$ cat config.mk
export PLATFORM = sky130hd
export DESIGN_NAME = fetch_ctrl
export DESIGN_NICKNAME = d
export VERILOG_FILES = /design/src/rtl/fetch_pkg.sv /design/src/rtl/fetch_perf_ctr.sv /design/src/rtl/fetch_ctrl.sv
export SDC_FILE = /design/constraint.sdc
export NUM_CORES = 1
export LEC_CHECK = 0
export CAP_MARGIN = 20
export CORE_MARGIN = 2
export CORE_UTILIZATION = 44
export CTS_BUF_LIST = sky130_fd_sc_hd__clkbuf_16
export CTS_CLUSTER_DIAMETER = 120
export DETAILED_ROUTE_END_ITERATION = 8
export PLACE_DENSITY = 0.77
export SYNTH_ARGS = -nofsm -noshare
export SYNTH_HDL_FRONTEND = slang
export SYNTH_SLANG_ARGS = --single-unit
$ cat constraint.sdc
create_clock -name CLK -period 2.45 [get_ports CLK]
set_input_delay 0.49 -clock CLK [delete_from_list [all_inputs] [get_ports CLK]]
set_output_delay 0.49 -clock CLK [all_outputs]
set_load 0.05 [all_outputs]
$ cat src/rtl/fetch_pkg.sv
// fetch_pkg: shared constants, state encoding and opcode helper for the fetch sequencer.
package fetch_pkg;

    localparam int unsigned XLEN  = 32;
    localparam int unsigned OPC_W = 7;

    localparam logic [OPC_W-1:0] OP_JAL    = 7'b1101111;
    localparam logic [OPC_W-1:0] OP_JALR   = 7'b1100111;
    localparam logic [OPC_W-1:0] OP_BRANCH = 7'b1100011;

    typedef enum logic [1:0] {
        S_IDLE    = 2'd0,
        S_REQ     = 2'd1,
        S_WAIT_BR = 2'd2
    } fetch_state_e;

    // True for opcodes whose successor PC is only known after execute.
    function automatic logic is_ctrl_flow(input logic [OPC_W-1:0] op);
        return (op == OP_JAL) || (op == OP_JALR) || (op == OP_BRANCH);
    endfunction

endpackage

$ cat src/rtl/fetch_perf_ctr.sv
// fetch_perf_ctr: three free-running, wrapping 32-bit fetch performance counters.
// Ports:
//   CLK, RESET            clock, synchronous active-high clear
//   consume_i             an instruction was handed to decode this cycle
//   wait_br_i             fetch is parked waiting for a control-flow resolution
//   imem_wait_i           a request is outstanding and not acked this cycle
//   perf_fetch_cnt_o      count of consume_i cycles
//   perf_br_stall_cnt_o   count of wait_br_i cycles
//   perf_imem_wait_cnt_o  count of imem_wait_i cycles
module fetch_perf_ctr
    import fetch_pkg::*;
(
    input  logic            CLK,
    input  logic            RESET,
    input  logic            consume_i,
    input  logic            wait_br_i,
    input  logic            imem_wait_i,
    output logic [XLEN-1:0] perf_fetch_cnt_o,
    output logic [XLEN-1:0] perf_br_stall_cnt_o,
    output logic [XLEN-1:0] perf_imem_wait_cnt_o
);

    logic [XLEN-1:0] fetch_cnt_q;
    logic [XLEN-1:0] br_stall_cnt_q;
    logic [XLEN-1:0] imem_wait_cnt_q;

    // Counters wrap naturally at 2^32.
    always_ff @(posedge CLK) begin
        if (RESET) begin
            fetch_cnt_q     <= '0;
            br_stall_cnt_q  <= '0;
            imem_wait_cnt_q <= '0;
        end else begin
            if (consume_i)   fetch_cnt_q     <= fetch_cnt_q + XLEN'(1);
            if (wait_br_i)   br_stall_cnt_q  <= br_stall_cnt_q + XLEN'(1);
            if (imem_wait_i) imem_wait_cnt_q <= imem_wait_cnt_q + XLEN'(1);
        end
    end

    assign perf_fetch_cnt_o     = fetch_cnt_q;
    assign perf_br_stall_cnt_o  = br_stall_cnt_q;
    assign perf_imem_wait_cnt_o = imem_wait_cnt_q;

endmodule

$ cat src/rtl/fetch_ctrl.sv
// fetch_ctrl: instruction-fetch sequencer. Owns the PC, keeps at most one imem
// request outstanding, hands fetched words to decode over valid/ready, and parks
// on JAL/JALR/BRANCH until execute resolves them so no wrong-path word is fetched.
// Optional macro FETCH_CTRL_PERF_EN adds perf_fetch_cnt, perf_br_stall_cnt and
// perf_imem_wait_cnt outputs.
// Ports:
//   CLK, RESET                    clock, synchronous active-high reset
//   imem_req/imem_addr            fetch request and address (current PC)
//   imem_ack/imem_rdata           fetch response
//   if_valid/if_instr/if_pc       held instruction toward decode
//   if_ready, hz_stall            decode accept and load-use stall
//   br_resolve/br_taken/br_target control-flow resolution from execute
//   wait_br                       fetch parked on an unresolved control-flow op
module fetch_ctrl
    import fetch_pkg::*;
#(
    parameter logic [31:0] RESET_PC  = 32'h0000_0000,
    parameter logic [31:0] NOP_INSTR = 32'h0000_0013
) (
    input  logic            CLK,
    input  logic            RESET,
    output logic            imem_req,
    output logic [XLEN-1:0] imem_addr,
    input  logic            imem_ack,
    input  logic [XLEN-1:0] imem_rdata,
    output logic            if_valid,
    output logic [XLEN-1:0] if_instr,
    output logic [XLEN-1:0] if_pc,
    input  logic            if_ready,
    input  logic            hz_stall,
    input  logic            br_resolve,
    input  logic            br_taken,
    input  logic [XLEN-1:0] br_target,
    output logic            wait_br
`ifdef FETCH_CTRL_PERF_EN
    ,
    output logic [XLEN-1:0] perf_fetch_cnt,
    output logic [XLEN-1:0] perf_br_stall_cnt,
    output logic [XLEN-1:0] perf_imem_wait_cnt
`endif
);

    fetch_state_e    state_q;
    logic [XLEN-1:0] pc_q;
    logic [XLEN-1:0] instr_q;
    logic [XLEN-1:0] ifpc_q;
    logic            valid_q;
    logic            wait_br_q;

    logic            consume;
    logic            slot_free;
    logic            fetch_fire;
    logic [XLEN-1:0] pc_inc;

    // Handshake qualifiers; a pending request cannot be withdrawn because the
    // slot can only fill through an ack.
    always_comb begin
        consume    = valid_q & if_ready & ~hz_stall;
        slot_free  = ~valid_q | consume;
        imem_req   = (state_q == S_REQ) & slot_free;
        fetch_fire = imem_req & imem_ack;
        pc_inc     = pc_q + XLEN'(4);
    end

    // Sequencer state, PC and the decode-facing instruction slot.
    always_ff @(posedge CLK) begin
        if (RESET) begin
            state_q   <= S_IDLE;
            pc_q      <= RESET_PC;
            instr_q   <= NOP_INSTR;
            ifpc_q    <= RESET_PC;
            valid_q   <= 1'b0;
            wait_br_q <= 1'b0;
        end else begin
            // A new word replaces the old one even if the old one drains this cycle.
            if (fetch_fire) begin
                instr_q <= imem_rdata;
                ifpc_q  <= pc_q;
                valid_q <= 1'b1;
            end else if (consume) begin
                valid_q <= 1'b0;
            end

            case (state_q)
                S_IDLE: begin
                    // Any ack seen here belongs to a request abandoned by reset.
                    state_q <= S_REQ;
                end
                S_REQ: begin
                    if (fetch_fire) begin
                        if (is_ctrl_flow(imem_rdata[OPC_W-1:0])) begin
                            state_q   <= S_WAIT_BR;
                            wait_br_q <= 1'b1;
                        end else begin
                            pc_q <= pc_inc;
                        end
                    end
                end
                S_WAIT_BR: begin
                    if (br_resolve) begin
                        pc_q      <= br_taken ? (br_target & ~XLEN'(3)) : pc_inc;
                        state_q   <= S_REQ;
                        wait_br_q <= 1'b0;
                    end
                end
                default: begin
                    state_q   <= S_IDLE;
                    wait_br_q <= 1'b0;
                end
            endcase
        end
    end

    assign imem_addr = pc_q;
    assign if_valid  = valid_q;
    assign if_instr  = instr_q;
    assign if_pc     = ifpc_q;
    assign wait_br   = wait_br_q;

`ifdef FETCH_CTRL_PERF_EN
    fetch_perf_ctr u_perf (
        .CLK                  (CLK),
        .RESET                (RESET),
        .consume_i            (consume),
        .wait_br_i            (wait_br_q),
        .imem_wait_i          (imem_req & ~imem_ack),
        .perf_fetch_cnt_o     (perf_fetch_cnt),
        .perf_br_stall_cnt_o  (perf_br_stall_cnt),
        .perf_imem_wait_cnt_o (perf_imem_wait_cnt)
    );
`endif

endmodule

==> impl_results.md <==
* Clock group share of total power at 40.6%
* 1st-iter DRT viols at about 360
* Gr ovfl total at 0
* # diodes at 0
* Global route hottest layer: met2
* Min cycle time layout at ~2.3 ns
* Post-synthesis simple-gate area fraction at between 20% and 30%
* Most frequent cells in the layout: clkdlybuf4s50_1 (161), nand2_1 (154), dfxtp_1 (96)
* CTS Root Cell: clkbuf_16
* Initial antenna violation count at 0
* Slew Limit Fails at 0
* Power share of the combinational group at 13.6%
* Pre-CTS setup slack at -0.00710 ns
* Post-synth top area share at 44.1%
* Seq cells post-synth at between 90 and 100
* Reg clk slew, reported paths at 0.07 ns
* Slew Limit Headroom at approximately three fifths
* Cts repair resizes at 0
* # rows at 36
* Number of synthesized flops with an enable pin at 0
* RSZ-0062 raised after global routing: false
* Mean Syn Cell Area at about 7.7 um2
* Hold Fails Final Rpt at 0
* Endpoint class of the critical path: output port
* Ys flop type: dfxtp_1
* IO Count at 170
* Final period util at 92.2%
* Num Clock Sinks at 96
* Grt met3 use at 3.46%
* Ys Warns at 0
* DR pass1 iterations at 5
* First-pass GRT wire length at ~21000 um
* Fmax at about 0.44 GHz
* Post-Syn Area at 4360 um2
* DR vias at ~4700
* Cells after Synth at 568
* Fillers at 827
* Sequential Area at 1920 um2
* Number of port buffers at 163
* Switching power at 921 uW
* Non-filler instance count after layout at 851
* Worst-path cell chain: clkdlybuf4s50_1
* Die area at 10700 um2
* Worst Tran Pin Value at 0.602 ns
* Largest net degree at the start of global routing at 68
* Setup violations, final at 0
* Worst IR drop on VDD at roughly 0.28 mV
* Synth Area in XOR/XNOR at 0%
* Sequential Power Share at 45.8%
* Met1 Use GR at roughly 30%
* Crit path launch type: flop
* Die height at 104 um
* DRC viols at 0
* M2 GR Usage at 41.0%
* PwrDens at 545 nW/um2
* DP HPWL at 9340 um
* Multi-input logic area at roughly 2200 um2
* Yosys cell types at 59
* Dominant cells by area after synthesis: dfxtp_1 (44%), nand2_1 (13%), a21oi_1 (11%)
* H-Tree Level Count at 3
* Latest clock arrival within the worst-skew pair at 0.34 ns
* Share of layout cells above drive strength 1 at 7.10%
* Post-Synth Adder-Cell Area at 0.287%
* Number of global-route vias before repair at ~4300
* Worst hold start: if_instr[28]
* DR WL/cell at 15.5 um
* Fin nets at 785
* Leakage at about 0.0022 uW
* Worst setup path category: reg2out
* Setup bufs post-CTS at 0
* Routed WL at 13200 um
* CTS tree: built
* Worst path max stage delay at approximately 0.90 ns
* Critical path startpoint: imem_addr[10]
* Placed Cells at about 840
* Fin Hold WS at roughly 0.45 ns
* Maxcap violations at 0
* Worst Path Buf+Inv at 1
* DIE WIDTH at 104 um
* Async SR Flop Fraction at 0%
* Antenna Nets Post-Route at 0
* Core Region at between 9000 and 10000 um2
* Drt via density at 5.47
* Worst-case clock buffer depth at 2
* Largest family of logic cells by synthesized area: simple AND/OR/NAND/NOR gates
* Final GP Congestion at 0.830
* Multiplexer share of the synthesized area at 0.230%
* Critical path's slowest cell: clkdlybuf4s50_1
* WP data arrival at 1.77 ns
* Sw frac at approximately a quarter
* Kind of path behind the tightest hold check: reg2reg
* Area Growth Syn to Fin at 48.0%
* Reg2Reg Launch Point: imem_addr[3]
* Compound-cell area share of the yosys netlist at 22.3%
* Internal power at 2600 uW
* CP top delay family: buffers and inverters
* Critical Path RT at 1.96 ns
* Final worst setup slack at 0.191 ns
* Synth area leader: dfxtp_1
* Most common cell after layout, fill and taps aside: clkdlybuf4s50_1
* Finished Core Util at 66.6%
* Effective utilization at floorplan at 45.0%
* GRT Resource Usage Total at approximately a quarter
* Setup Skew at 0.0105 ns
* Status: finished, final reports clean
* Total CTS buffers at 9
* CP max FO at 10
* Seq/Total Area, Yosys at 44.1%
* # hold bufs at CTS at 0
-- per-layer routing --
metal | wire (um) | vias up
met4 | 170 | 0
met3 | 802 | 18
met2 | 6520 | 201
met1 | 5710 | 2165
met5 | 0 | -
li1 | - | 2275
-- cell families (layout without fill, tap and decap cells) --
kind of cell | Yosys count | in the layout
other | 1 | 4
AO/OA/AOI/OAI | 159 | 159
AND/OR/NAND/NOR | 254 | 254
multiplexers | 1 | 1
buffers and inverters | 56 | 203
adder cells (fa/ha/maj) | 1 | 1
flip-flops | 96 | 96
-- area by class of cell --
class / count / area share [%]
multi-input cells: 419 / 34.3
flip-flops and latches: 96 / 29.8
repair buffers: 181 / 28.2
clock buffers: 9 / 3.49
well taps: 133 / 2.58
clock inverters: 7 / 1.22
inverters: 6 / 0.349
-- state kept, by name, indices dropped and copies added (netlist names) --
register and count:
if_instr 32, if_pc 30, imem_addr 30, state_q 2, if_valid 1, wait_br 1
-- final timing paths --
kind / slack, ns / to / cells after the start
setup / recovery: 0.19 / imem_addr[10] / 1
hold / removal: 0.45 / if_instr[28] / 2
setup reg to reg: 0.35 / imem_addr[28] / 6
hold reg to reg: 0.45 / if_instr[28] / 2
-- power groups by stage --
stage          combinational, uW  sequential, uW  clock (uW)
6_report                     479            1610        1430
3_3_place_gp                 473            1650           0
3_5_place_dp                 478            1650           0
2_1_floorplan                146            1750           0
4_1_cts                      480            1610        1440
5_1_grt                      508            1610        1510
-- Yosys cell counts, drive strengths merged (2+ instances only) --
cell type and count:
a31o 2, nor2 20, a32o 3, o21a 3, o22ai 2, inv 6, buf 16, o32ai 5
o31a 2, a21o 2, a21oi 92, a211oi 6, nor4 4, a22o 4, a211o 3, and3 7
a31oi 3, a311oi 2, nand3 20, dfxtp 96, nand4 17, nand2b 6, or2 2, and3b 2
nor3 9, and4 5, o31ai 3, clkbuf 34, o21ai 20, nand2 154
-- tightest hold or removal path: stages (launching register included) --
cell	delay (ns)
dfxtp_1	0.31
nand2_1	0.05
a21oi_1	0.05
-- stage by stage --
| step | cell area (um2) | TNS (ns) | power, uW |
|---|---|---|---|
| 2_1_floorplan | 4370 | 0 | 1900 |
| 3_3_place_gp | 6150 | 0 | 2120 |
| 3_5_place_dp | 6150 | -0.00710 | 2130 |
| 4_1_cts | 6450 | 0 | 3530 |
| 5_1_grt | 6450 | 0 | 3630 |
| 6_report | 6450 | 0 | 3520 |
No activity file was read; power rests on OpenSTA's default activity.
